File: src/rtl/gpu_cache_pkg.sv
// Shared types and constants for the GPU pixel-pipe cache fill path.
// Latency: n/a (package only).
// Backpressure: n/a (package only).
// Contents: FSM state enum, fill source enum, line sizes and the latched fill descriptor.
package gpu_cache_pkg;

  localparam int TEX_WORDS  = 2;   // 32-bit words per Tex$ line (8 bytes)
  localparam int CLUT_WORDS = 8;   // 32-bit words per Clut$ line (32 bytes)
  localparam int MEM_ADR_W  = 18;  // VRAM word address width (1 MB)
  localparam int CNT_W      = 4;   // beat counter / burst length width

  typedef enum logic [2:0] {
    IDLE,
    REQ,
    DATA,
    DONE,
    HOLD
  } state_t;

  typedef enum logic {
    SRC_TEX,
    SRC_CLUT
  } src_t;

  // Everything about the current fill that must stay stable from grant to completion.
  typedef struct packed {
    src_t                 src;
    logic [MEM_ADR_W-1:0] adr;
    logic [CNT_W-1:0]     len;
  } fill_t;

  function automatic logic [CNT_W-1:0] fill_len(input src_t src);
    if (src == SRC_CLUT) return CNT_W'(CLUT_WORDS);
    return CNT_W'(TEX_WORDS);
  endfunction

endpackage

File: src/rtl/gpu_rr_arb2.sv
// Two-way round-robin picker between the Tex$ and Clut$ fill requests.
// Latency: grant is combinational from the requests; lastGrant updates on the grant edge.
// Backpressure: grants only while i_en is high; requests simply wait otherwise.
// Ports: clk/i_rst, i_en (arbitration window), i_reqTex/i_reqClut (levels),
//        o_gntVld (a grant is taken this cycle), o_gntSrc (winner).
module gpu_rr_arb2
  import gpu_cache_pkg::*;
(
  input  logic clk,
  input  logic i_rst,
  input  logic i_en,
  input  logic i_reqTex,
  input  logic i_reqClut,
  output logic o_gntVld,
  output src_t o_gntSrc
);

  src_t r_lastGrant;

  always_comb begin
    o_gntVld = i_en && (i_reqTex || i_reqClut);
    o_gntSrc = SRC_TEX;
    if (i_reqTex && i_reqClut) begin
      // Tie: favour whoever did not win last time.
      if (r_lastGrant == SRC_TEX) o_gntSrc = SRC_CLUT;
      else                        o_gntSrc = SRC_TEX;
    end else if (i_reqClut) begin
      o_gntSrc = SRC_CLUT;
    end
  end

  // Resetting to TEX means Clut$ wins the first tie after reset.
  always_ff @(posedge clk) begin
    if (i_rst) begin
      r_lastGrant <= SRC_TEX;
    end else if (o_gntVld) begin
      r_lastGrant <= o_gntSrc;
    end
  end

endmodule

File: src/rtl/gpu_cache_fill_arbiter.sv
// Arbitrates Tex$/Clut$ line fills onto one VRAM burst-read port and streams beats into the winner.
// Latency: o_memReq 1 cycle after grant; each write strobe 1 cycle after its beat; complete with last write.
// Backpressure: o_memReq held until i_memAck; beats may have gaps; losing request waits in IDLE.
// Ports: i_requTex/i_adrTex, i_requClut/i_adrClut (level requests + line addresses);
//        o_memReq/o_memAdr/o_memLen/i_memAck, i_memDataValid/i_memData (memory side);
//        o_texWr/o_clutWr/o_wrIdx/o_wrData, o_texComplete/o_clutComplete (cache side); o_busy.
module gpu_cache_fill_arbiter
  import gpu_cache_pkg::*;
(
  input  logic                 clk,
  input  logic                 i_rst,
  input  logic                 i_requTex,
  input  logic [MEM_ADR_W-2:0] i_adrTex,
  input  logic                 i_requClut,
  input  logic [MEM_ADR_W-4:0] i_adrClut,
  output logic                 o_memReq,
  output logic [MEM_ADR_W-1:0] o_memAdr,
  output logic [CNT_W-1:0]     o_memLen,
  input  logic                 i_memAck,
  input  logic                 i_memDataValid,
  input  logic [31:0]          i_memData,
  output logic                 o_texWr,
  output logic                 o_clutWr,
  output logic [2:0]           o_wrIdx,
  output logic [31:0]          o_wrData,
  output logic                 o_texComplete,
  output logic                 o_clutComplete,
  output logic                 o_busy
);

  state_t           r_state;
  state_t           w_stateNext;
  fill_t            r_fill;
  fill_t            w_fillNew;
  logic [CNT_W-1:0] r_cnt;
  logic             r_texWr;
  logic             r_clutWr;
  logic [2:0]       r_wrIdx;
  logic [31:0]      r_wrData;

  logic             w_gntVld;
  src_t             w_gntSrc;
  logic             w_beat;
  logic             w_lastBeat;

  gpu_rr_arb2 u_arb (
    .clk       (clk),
    .i_rst     (i_rst),
    .i_en      (r_state == IDLE),
    .i_reqTex  (i_requTex),
    .i_reqClut (i_requClut),
    .o_gntVld  (w_gntVld),
    .o_gntSrc  (w_gntSrc)
  );

  // Beats only count in DATA; anything presented in IDLE/REQ (including the ack cycle) is dropped.
  assign w_beat     = (r_state == DATA) && i_memDataValid;
  assign w_lastBeat = w_beat && (r_cnt == r_fill.len - CNT_W'(1));

  // Line address to VRAM word address: Tex$ lines are 2 words, Clut$ lines are 8 words.
  always_comb begin
    w_fillNew.src = w_gntSrc;
    w_fillNew.len = fill_len(w_gntSrc);
    if (w_gntSrc == SRC_CLUT) w_fillNew.adr = {i_adrClut, 3'b000};
    else                      w_fillNew.adr = {i_adrTex, 1'b0};
  end

  always_comb begin
    w_stateNext = r_state;
    case (r_state)
      IDLE:    if (w_gntVld)   w_stateNext = REQ;
      REQ:     if (i_memAck)   w_stateNext = DATA;
      DATA:    if (w_lastBeat) w_stateNext = DONE;
      DONE:                    w_stateNext = HOLD;
      // The requester may still show its stale level for one cycle after complete.
      HOLD:                    w_stateNext = IDLE;
      default:                 w_stateNext = IDLE;
    endcase
  end

  always_ff @(posedge clk) begin
    if (i_rst) begin
      r_state  <= IDLE;
      r_fill   <= '0;
      r_cnt    <= '0;
      r_texWr  <= 1'b0;
      r_clutWr <= 1'b0;
      r_wrIdx  <= '0;
      r_wrData <= '0;
    end else begin
      r_state <= w_stateNext;
      if ((r_state == IDLE) && w_gntVld) r_fill <= w_fillNew;

      if ((r_state == REQ) && i_memAck) r_cnt <= '0;
      else if (w_beat)                  r_cnt <= r_cnt + CNT_W'(1);

      r_texWr  <= w_beat && (r_fill.src == SRC_TEX);
      r_clutWr <= w_beat && (r_fill.src == SRC_CLUT);
      if (w_beat) begin
        r_wrIdx  <= r_cnt[2:0];
        r_wrData <= i_memData;
      end
    end
  end

  // DONE is entered on the edge that registers the last write, so complete lines up with it.
  assign o_memReq       = (r_state == REQ);
  assign o_memAdr       = r_fill.adr;
  assign o_memLen       = r_fill.len;
  assign o_texWr        = r_texWr;
  assign o_clutWr       = r_clutWr;
  assign o_wrIdx        = r_wrIdx;
  assign o_wrData       = r_wrData;
  assign o_texComplete  = (r_state == DONE) && (r_fill.src == SRC_TEX);
  assign o_clutComplete = (r_state == DONE) && (r_fill.src == SRC_CLUT);
  assign o_busy         = (r_state != IDLE);

endmodule

File: config.mk
export PLATFORM = sky130hd
export DESIGN_NAME = gpu_cache_fill_arbiter
export DESIGN_NICKNAME = d
export VERILOG_FILES = /design/src/rtl/gpu_cache_pkg.sv /design/src/rtl/gpu_rr_arb2.sv /design/src/rtl/gpu_cache_fill_arbiter.sv
export SDC_FILE = /design/constraint.sdc
export NUM_CORES = 1
export LEC_CHECK = 0
export ABC_CLOCK_PERIOD_IN_PS = 1800
export CAP_MARGIN = 25
export CORE_ASPECT_RATIO = 1.75
export CORE_UTILIZATION = 36
export CTS_CLUSTER_DIAMETER = 120
export DETAILED_ROUTE_END_ITERATION = 7
export PLACE_DENSITY = 0.77
export SLEW_MARGIN = 20
export SYNTH_ARGS = -nofsm -noshare
export SYNTH_HDL_FRONTEND = slang
export SYNTH_SLANG_ARGS = --single-unit
File: constraint.sdc
create_clock -name clk -period 1.8 [get_ports clk]
set_clock_uncertainty 0.1 [all_clocks]
set_input_delay 0.18 -clock clk [delete_from_list [all_inputs] [get_ports clk]]
set_output_delay 0.18 -clock clk [all_outputs]
set_load 0.01 [all_outputs]
==> results of run 1 <==
==> kinds of logic (layout without fill, tap and decap cells) <==
kind of cell               Yosys count  in the layout  share of synthesized area
AOI/OAI and AO/OA                   69             69                     0.1689
DFF                                 63             63                     0.4891
and+or+nand+nor                    120            120                     0.2576
adders and majority gates            1              1                   0.004851
xor gates and xnor gates             2              2                   0.006794
other                                1              3                   0.001454
buffers and inverters               34            171                    0.07132
==> layer usage <==
layer,vias up,share of wire
met4,0,0.015
met2,98,0.53
met3,12,0.071
met5,-,0
li1,1280,-
met1,1220,0.39
==> power breakdown <==
group | total (mW) | switching (mW) | internal (mW)
combinational | 0.648 | 0.264 | 0.384
clock | 1.86 | 0.574 | 1.28
sequential | 1.52 | 0.0497 | 1.47
total | 4.02 | 0.887 | 3.14
==> cells in the final DEF (no fill, tap or decap), drive strengths merged <==
master and instances:
nand3b 1, nor4bb 1, buf 23, xnor2 2
or3 4, nor4 1, nand2 74, o311ai 1
a21bo 1, nor2b 1, or4b 1, clkbuf 13
nor4b 14, or2 2, a21o 1, nor3b 5
conb 3, ha 1, clkinv 1, inv 4
nand4bb 1, dlygate4sd2 4, a21oi 43, nor3 6
a221o 15, o21ai 6, dfxtp 63, nand4 4
clkdlybuf4s50 124, a21boi 1, nand3 1, a31oi 1
bufinv 2, or2b 1, nor2 3
==> registers in the layout, summed over array words and instances (netlist names) <==
name / count
o_clutWr: 1
o_memAdr: 17
o_memLen: 2
o_texWr: 1
o_wrData: 32
o_wrIdx: 3
r_cnt: 4
r_state: 3
==> cell usage after synthesis (4+ instances only) <==
master	count
buf_4	5
clkbuf_1	14
nand2_1	74
o21ai_0	6
a221o_1	15
a21oi_1	43
nor4b_1	7
nor3b_1	5
or3_1	4
nor3_1	5
buf_2	5
dfxtp_1	63
nor4b_2	7
nand4_1	4
==> critical path, stage by stage, from the launching register on <==
cell and delay [ps]:
dfxtp_1 430, buf_4 190, clkdlybuf4s50_1 550
==> what timing repair did <==
action | in CTS | in global routing
pin swaps | 0 | 1
endpoints found under the hold margin | 0 | 0
endpoints found under the setup margin | 4 | 2
cloned | 0 | 0
buffers inserted | 0 | 1
resized for setup | 5 | 1
==> worst min-delay path by stage <==
stage | start | endpoint | slack, ps | depth (start not counted)
after floorplan | i_memData[0] | o_wrData[0]$_SDFFE_PP0P_ | 220 | 2
after global placement | o_wrData[4]$_SDFFE_PP0P_ | o_wrData[4]$_SDFFE_PP0P_ | 340 | 2
after detailed placement | o_wrData[26]$_SDFFE_PP0P_ | o_wrData[26]$_SDFFE_PP0P_ | 350 | 2
after CTS | i_rst | o_wrData[3]$_SDFFE_PP0P_ | 130 | 2
after global routing | i_rst | o_wrData[2]$_SDFFE_PP0P_ | 180 | 2
final | i_rst | o_wrData[3]$_SDFFE_PP0P_ | 150 | 2
==> cell type report <==
type	count	area [µm²]	area share
clock inverter	3	65.06	0.01497
sequential	63	1262	0.2904
clock buffer	13	260.3	0.05987
multi-input combinational	195	1167	0.2686
timing repair buffer	151	1471	0.3385
inverter	4	15.01	0.003454
tap	84	105.1	0.02418
==> per-stage QoR <==
step                      hold WS, ps  cells  TNS, ps  worst slack, ps
after floorplan                 216.0    292        0            68.69
after CTS                       131.8    512        0            30.64
after detailed placement        348.1    496    -1187           -148.0
after global routing            181.0    513        0            2.870
after global placement          340.8    496   -573.9           -73.05
final                           145.3    513        0            34.16
==> reports/qor.yml, run 1 <==
die:
  rows: 40
  die_w_um: 65.98
  core-area_um2: 6907
  dieHeight_um: 114.0
  ios: 133
  start_util: 0.3734
  dieArea_um2: 7519
global_routing:
  top_usage_layer: "met2"
  grt_pass1_vias: 2572
  antenna_found_initial: 0
  grt_max_degree: 22
  grt_usage: 0.2016
  use_met1: 0.2056
  grt.met2_usage: 0.3728
  grt_use_met3: 0.05900
  grt_pass1_wl_um: 11690
  overflow: 0
layout:
  num-fill-cells: 593
  area_growth_pct: 68.56
  antenna_cells: 0
  utilization: 0.6293
  fin_nets: 495
  final_area_um2: 4347
  layout-drive-gt1-share: 0.1235
pwr:
  ir_drop_mv: 0.5356
  p_leak_nw: 1.553
  power_mw: 4.024
  power.density_nw_per_um2: 925.8
yosys:
  synth.largest_area_cell: "dfxtp_1"
  ys_seq_area_frac: 0.4891
  yosysUniqueCellTypes: 39
  synth-edff-count: 0
  syn_area_per_cell_um2: 8.892
  synth.area.top_cells: "dfxtp_1 49%, nand2_1 11%, a21oi_1 8.3%"
  syn_area_um2: 2579
  ys.flop_type: "dfxtp_1"
  synth-seq-cells: 63
  synthArstFlopShare: 0
  netlist_instances: 290
  ys_warn_count: 0
  synth_top_area_share: 0.4891
critical_path:
  critPathCapture: "o_memLen[3]"
  path_class: "reg -> out"
  ff2ff_setup_slack_ps: 70
  timing.rr.start: "r_state[2]$_SDFFE_PP0P_"
  crit_fanout: 7
  reg2reg_to: "o_memAdr[13]$_SDFFE_PP0P_"
  required_ps: 1520
  startpoint_type: "register"
  critical_path_arrival_ps: 1490
  cp-end-kind: "output port"
  startpoint: "o_memLen[3]$_SDFFE_PP0P_"
  rr_worst_depth: 3
place:
  hpwl_um: 5442
  port-buffer-count: 129
  routabilityCongestion: 0.8834
  placed_cell_area_um2: 4011
sta:
  setup_viol: 0
  slew_viol_final: 0
  max_freq_mhz: 566.3
  finalHoldViolCount: 0
  period_needed_ps: 1766
  period_share: 0.9810
  rsz0062_at_grt: "false"
detailed_routing:
  routedWlPerCell_um: 14.54
  wl_um: 7458
  ant_nets: 0
  drt_pre_antenna_iters: 4
  first_iter_violations: 140
  drt-vias-per-instance: 5.088
  num_vias: 2610
  drc: 0
worst_hold_path:
  worstHoldPathType: "in -> reg"
run:
  max-cap-violations: 0
clocking:
  cts_tree: "built"
  clkSlewWorstSetupHoldPaths_ps: 50
  clkSinkCount: 63
  cts_buffers: 9
  h-tree-depth: 3
  clock-root-buffer: "clkbuf_16"
  cts_max_path_buffers: 2
  hold_buffers: 0
  clock_latency_ps: 320
outcome:
  status: "completed"
(Power assumes the default switching activity.)
==> run 2, diff against run 1 <==
PLACE_DENSITY = 0.76   (was 0.77)
SYNTH_HIERARCHICAL = 1   (was unset)
==> reports/qor.yml, run 2 <==
yosys:
  syn_area_per_cell_um2: 8.863  # was 8.892 µm²
  yosysMostFrequentCell: "nand2_1"  # unchanged
  synth-seq-cells: 64  # was 63
  yosysUniqueCellTypes: 38  # was 39
  ys_seq_area_frac: 0.4851  # was 0.4891
  syn_area_um2: 2641  # was 2579 µm²
  synth_top_area_share: 0.4851  # was 0.4891
  synth.area.top_cells: "dfxtp_1 49%, nand2_1 10%, a21oi_1 7.6%"  # was dfxtp_1 49%, nand2_1 11%, a21oi_1 8.3%
  ys.flop_type: "dfxtp_1"  # unchanged
  synth-edff-count: 0  # unchanged
  synthTopCellsByCount: "73 x nand2_1, 64 x dfxtp_1, 40 x a21oi_1"  # was 74 x nand2_1, 63 x dfxtp_1, 43 x a21oi_1
  synth.largest_area_cell: "dfxtp_1"  # unchanged
  netlist_instances: 298  # was 290
  ys_warn_count: 6  # was 0
  synthArstFlopShare: 0  # unchanged
layout:
  mostFrequentLayoutCells: "124 x clkdlybuf4s50_1, 73 x nand2_1, 62 x dfxtp_1"  # was 124 x clkdlybuf4s50_1, 74 x nand2_1, 62 x dfxtp_1
  final_cells: 520  # was 513
  num-fill-cells: 646  # was 593
  layout-drive-gt1-share: 0.1198  # was 0.1235
  fin_nets: 500  # was 495
  multiInputGateArea_um2: 1236  # was 1167 µm²
  seqCellArea_um2: 1286  # was 1262 µm²
  antenna_cells: 0  # unchanged
  mostFrequentLayoutCell: "clkdlybuf4s50_1"  # unchanged
  area_growth_pct: 66.51  # was 68.56%
  final_area_um2: 4398  # was 4347 µm²
  largest_register_ffs: 32  # unchanged
outcome:
  status: "completed"  # unchanged
die:
  dieHeight_um: 115.3  # was 114.0 µm
  dieArea_um2: 7697  # was 7519 µm²
  die_w_um: 66.75  # was 65.98 µm
  rows: 41  # was 40
  ios: 133  # unchanged
  core-area_um2: 7131  # was 6907 µm²
  start_util: 0.3704  # was 0.3734
critical_path:
  required_ps: 1930  # was 1520 ps
  ff2ff_setup_slack_ps: 70  # about the same
  startpoint_type: "register"  # unchanged
  cp-end-kind: "register"  # was output port
  path_class: "reg -> reg"  # was reg -> out
  crit_fanout: 36  # was 7
  critical_path_arrival_ps: 1860  # was 1490 ps
sta:
  period_needed_ps: 1729  # was 1766 ps
  fin_ws_ps: 71.17  # was 34.16 ps
  period_share: 0.9605  # was 0.9810
  setup_viol: 0  # unchanged
  rsz0062_at_grt: "true"  # was false
  hold_ws_ps: 312.8  # was 145.3 ps
  slew_viol_final: 0  # unchanged
  max_freq_mhz: 578.4  # was 566.3 MHz
  finalHoldViolCount: 0  # unchanged
detailed_routing:
  drt_pre_antenna_iters: 4  # unchanged
  first_iter_violations: 134  # was 140
  dr_wl_met3_um: 611  # was 531 µm
  routed.top_layer: "met4"  # unchanged
  ant_nets: 0  # unchanged
  wl_um: 6889  # was 7458 µm
  routed-wl-met2_um: 3667  # was 3938 µm
  wl_met1_um: 2504  # was 2876 µm
  drc: 0  # unchanged
  drt-vias-per-instance: 4.837  # was 5.088
  routedWlPerCell_um: 13.25  # was 14.54 µm
  num_vias: 2515  # was 2610
clocking:
  clock_latency_ps: 320  # about the same
  cts_buffers: 9  # unchanged
  clkSinkCount: 64  # was 63
  clkSlewWorstSetupHoldPaths_ps: 50  # about the same
  clock-root-buffer: "clkbuf_16"  # unchanged
  h-tree-depth: 3  # unchanged
  cts_max_path_buffers: 2  # unchanged
  cts_tree: "built"  # unchanged
place:
  placed_cell_area_um2: 4073  # was 4011 µm²
  hpwl_um: 5056  # was 5442 µm
  dpl_worst_slack_ps: -11.95  # was -148.0 ps
  dp.cells: 503  # was 496
  routabilityCongestion: 0.7550  # was 0.8834
  port-buffer-count: 129  # unchanged
pwr:
  combPwrFrac: 0.279  # was 0.161
  intPower_mw: 3.590  # was 3.137 mW
  power_mw: 4.862  # was 4.024 mW
  pwr-share-seq: 0.350  # was 0.377
  p_leak_nw: 1.604  # was 1.553 nW
  ir_drop_mv: 0.8417  # was 0.5356 mV
  switchingPower_mw: 1.271  # was 0.8870 mW
  switching_share: 0.2615  # was 0.2204
  power.density_nw_per_um2: 1105  # was 925.8 nW/µm²
  clockPowerShare: 0.372  # was 0.462
global_routing:
  grt_usage: 0.1839  # was 0.2016
  antenna_found_initial: 0  # unchanged
  grt_pass1_wl_um: 10740  # was 11690 µm
  grt_max_degree: 38  # was 22
  grt_pass1_vias: 2461  # was 2572
  overflow: 0  # unchanged
run:
  max-cap-violations: 0  # unchanged
worst_hold_path:
  worstHoldPathType: "in -> reg"  # unchanged
==> run 2: cell types whose count changed after synthesis, sizes merged, moves of 4 or more <==
cell | before | now
o21ai | 6 | 2
mux2i | 0 | 17
a221o | 15 | 0
nor4b | 14 | 1
a211oi | 0 | 16
nor2 | 3 | 20
==> run 2: logic make-up (layout without fill, tap and decap cells) <==
logic type / count (synthesis) / count (layout) / synth area share
buffers and inverters: 30 / 164 / 0.06300
flip-flops: 64 / 64 / 0.4851
AO/OA/AOI/OAI: 66 / 66 / 0.1743
AND/OR/NAND/NOR: 117 / 117 / 0.2004
adder cells (fa/ha/maj): 1 / 1 / 0.004736
XOR/XNOR: 2 / 2 / 0.006633
multiplexers: 17 / 17 / 0.06442
other: 1 / 3 / 0.001420
==> run 2: metal layers <==
| layer | global-route usage | vias to the layer above |
|---|---|---|
| li1 | - | 1259 |
| met1 | 0.1757 | 1152 |
| met2 | 0.3414 | 95 |
| met3 | 0.06944 | 9 |
| met4 | 0.07234 | 0 |
| met5 | 0 | - |
==> run 2: final timing paths <==
path,start,end,cells after the start
min reg2reg,o_wrData[17]$_SDFFE_PP0P_,o_wrData[17]$_SDFFE_PP0P_,2
max reg2reg,r_state[1]$_SDFFE_PP0P_,o_memAdr[13]$_SDFFE_PP0P_,6
max,r_state[1]$_SDFFE_PP0P_,o_memAdr[13]$_SDFFE_PP0P_,6
min,i_memData[10],o_wrData[10]$_SDFFE_PP0P_,3
==> run 2: metrics by stage <==
| stage | setup TNS (ps) | util |
|---|---|---|
| 6_report | 0 | 0.6168 |
| 5_1_grt | -125.3 | 0.6168 |
| 4_1_cts | 0 | 0.6164 |
| 3_5_place_dp | -21.70 | 0.5712 |
| 3_3_place_gp | 0 | 0.5712 |
| 2_1_floorplan | 0 | - |
==> run 2: critical path, stage by stage, from the launching register on <==
cell,delay [ps]
dfxtp_4,370
nor3_4,200
o21a_1,170
nor4b_4,240
buf_12,240
nor2_1,90
a211oi_2,210
==> run 2: what timing repair did <==
action | 4_1_cts | 5_1_grt
hold buffers | 1 | 0
endpoints found under the setup margin | 4 | 5
buffers inserted | 0 | 0
hold endpoints to repair | 1 | 0
gates resized for setup | 6 | 1
==> run 2: layout make-up <==
class,count,share of cell area
repair buffers,145,0.3277
clock buffers,13,0.05690
flip-flops and latches,64,0.2925
well taps,86,0.02447
multi-input cells,206,0.2811
clock inverters,3,0.01479
inverters,3,0.002560
==> run 2: power by group through the flow <==
stage / combinational [mW] / clock [mW] / sequential (mW)
after floorplan: 0.694 / 0 / 1.77
after global placement: 1.33 / 0 / 1.72
after detailed placement: 1.36 / 0 / 1.73
after CTS: 1.37 / 1.86 / 1.70
after global routing: 1.46 / 1.93 / 1.72
final: 1.35 / 1.81 / 1.70
==> run 3, diff against run 2 <==
CTS_CLUSTER_DIAMETER = 50   (was 120)
==> results of run 3 <==
No change in the layout: final DEF, timing and power equal those of run 2.
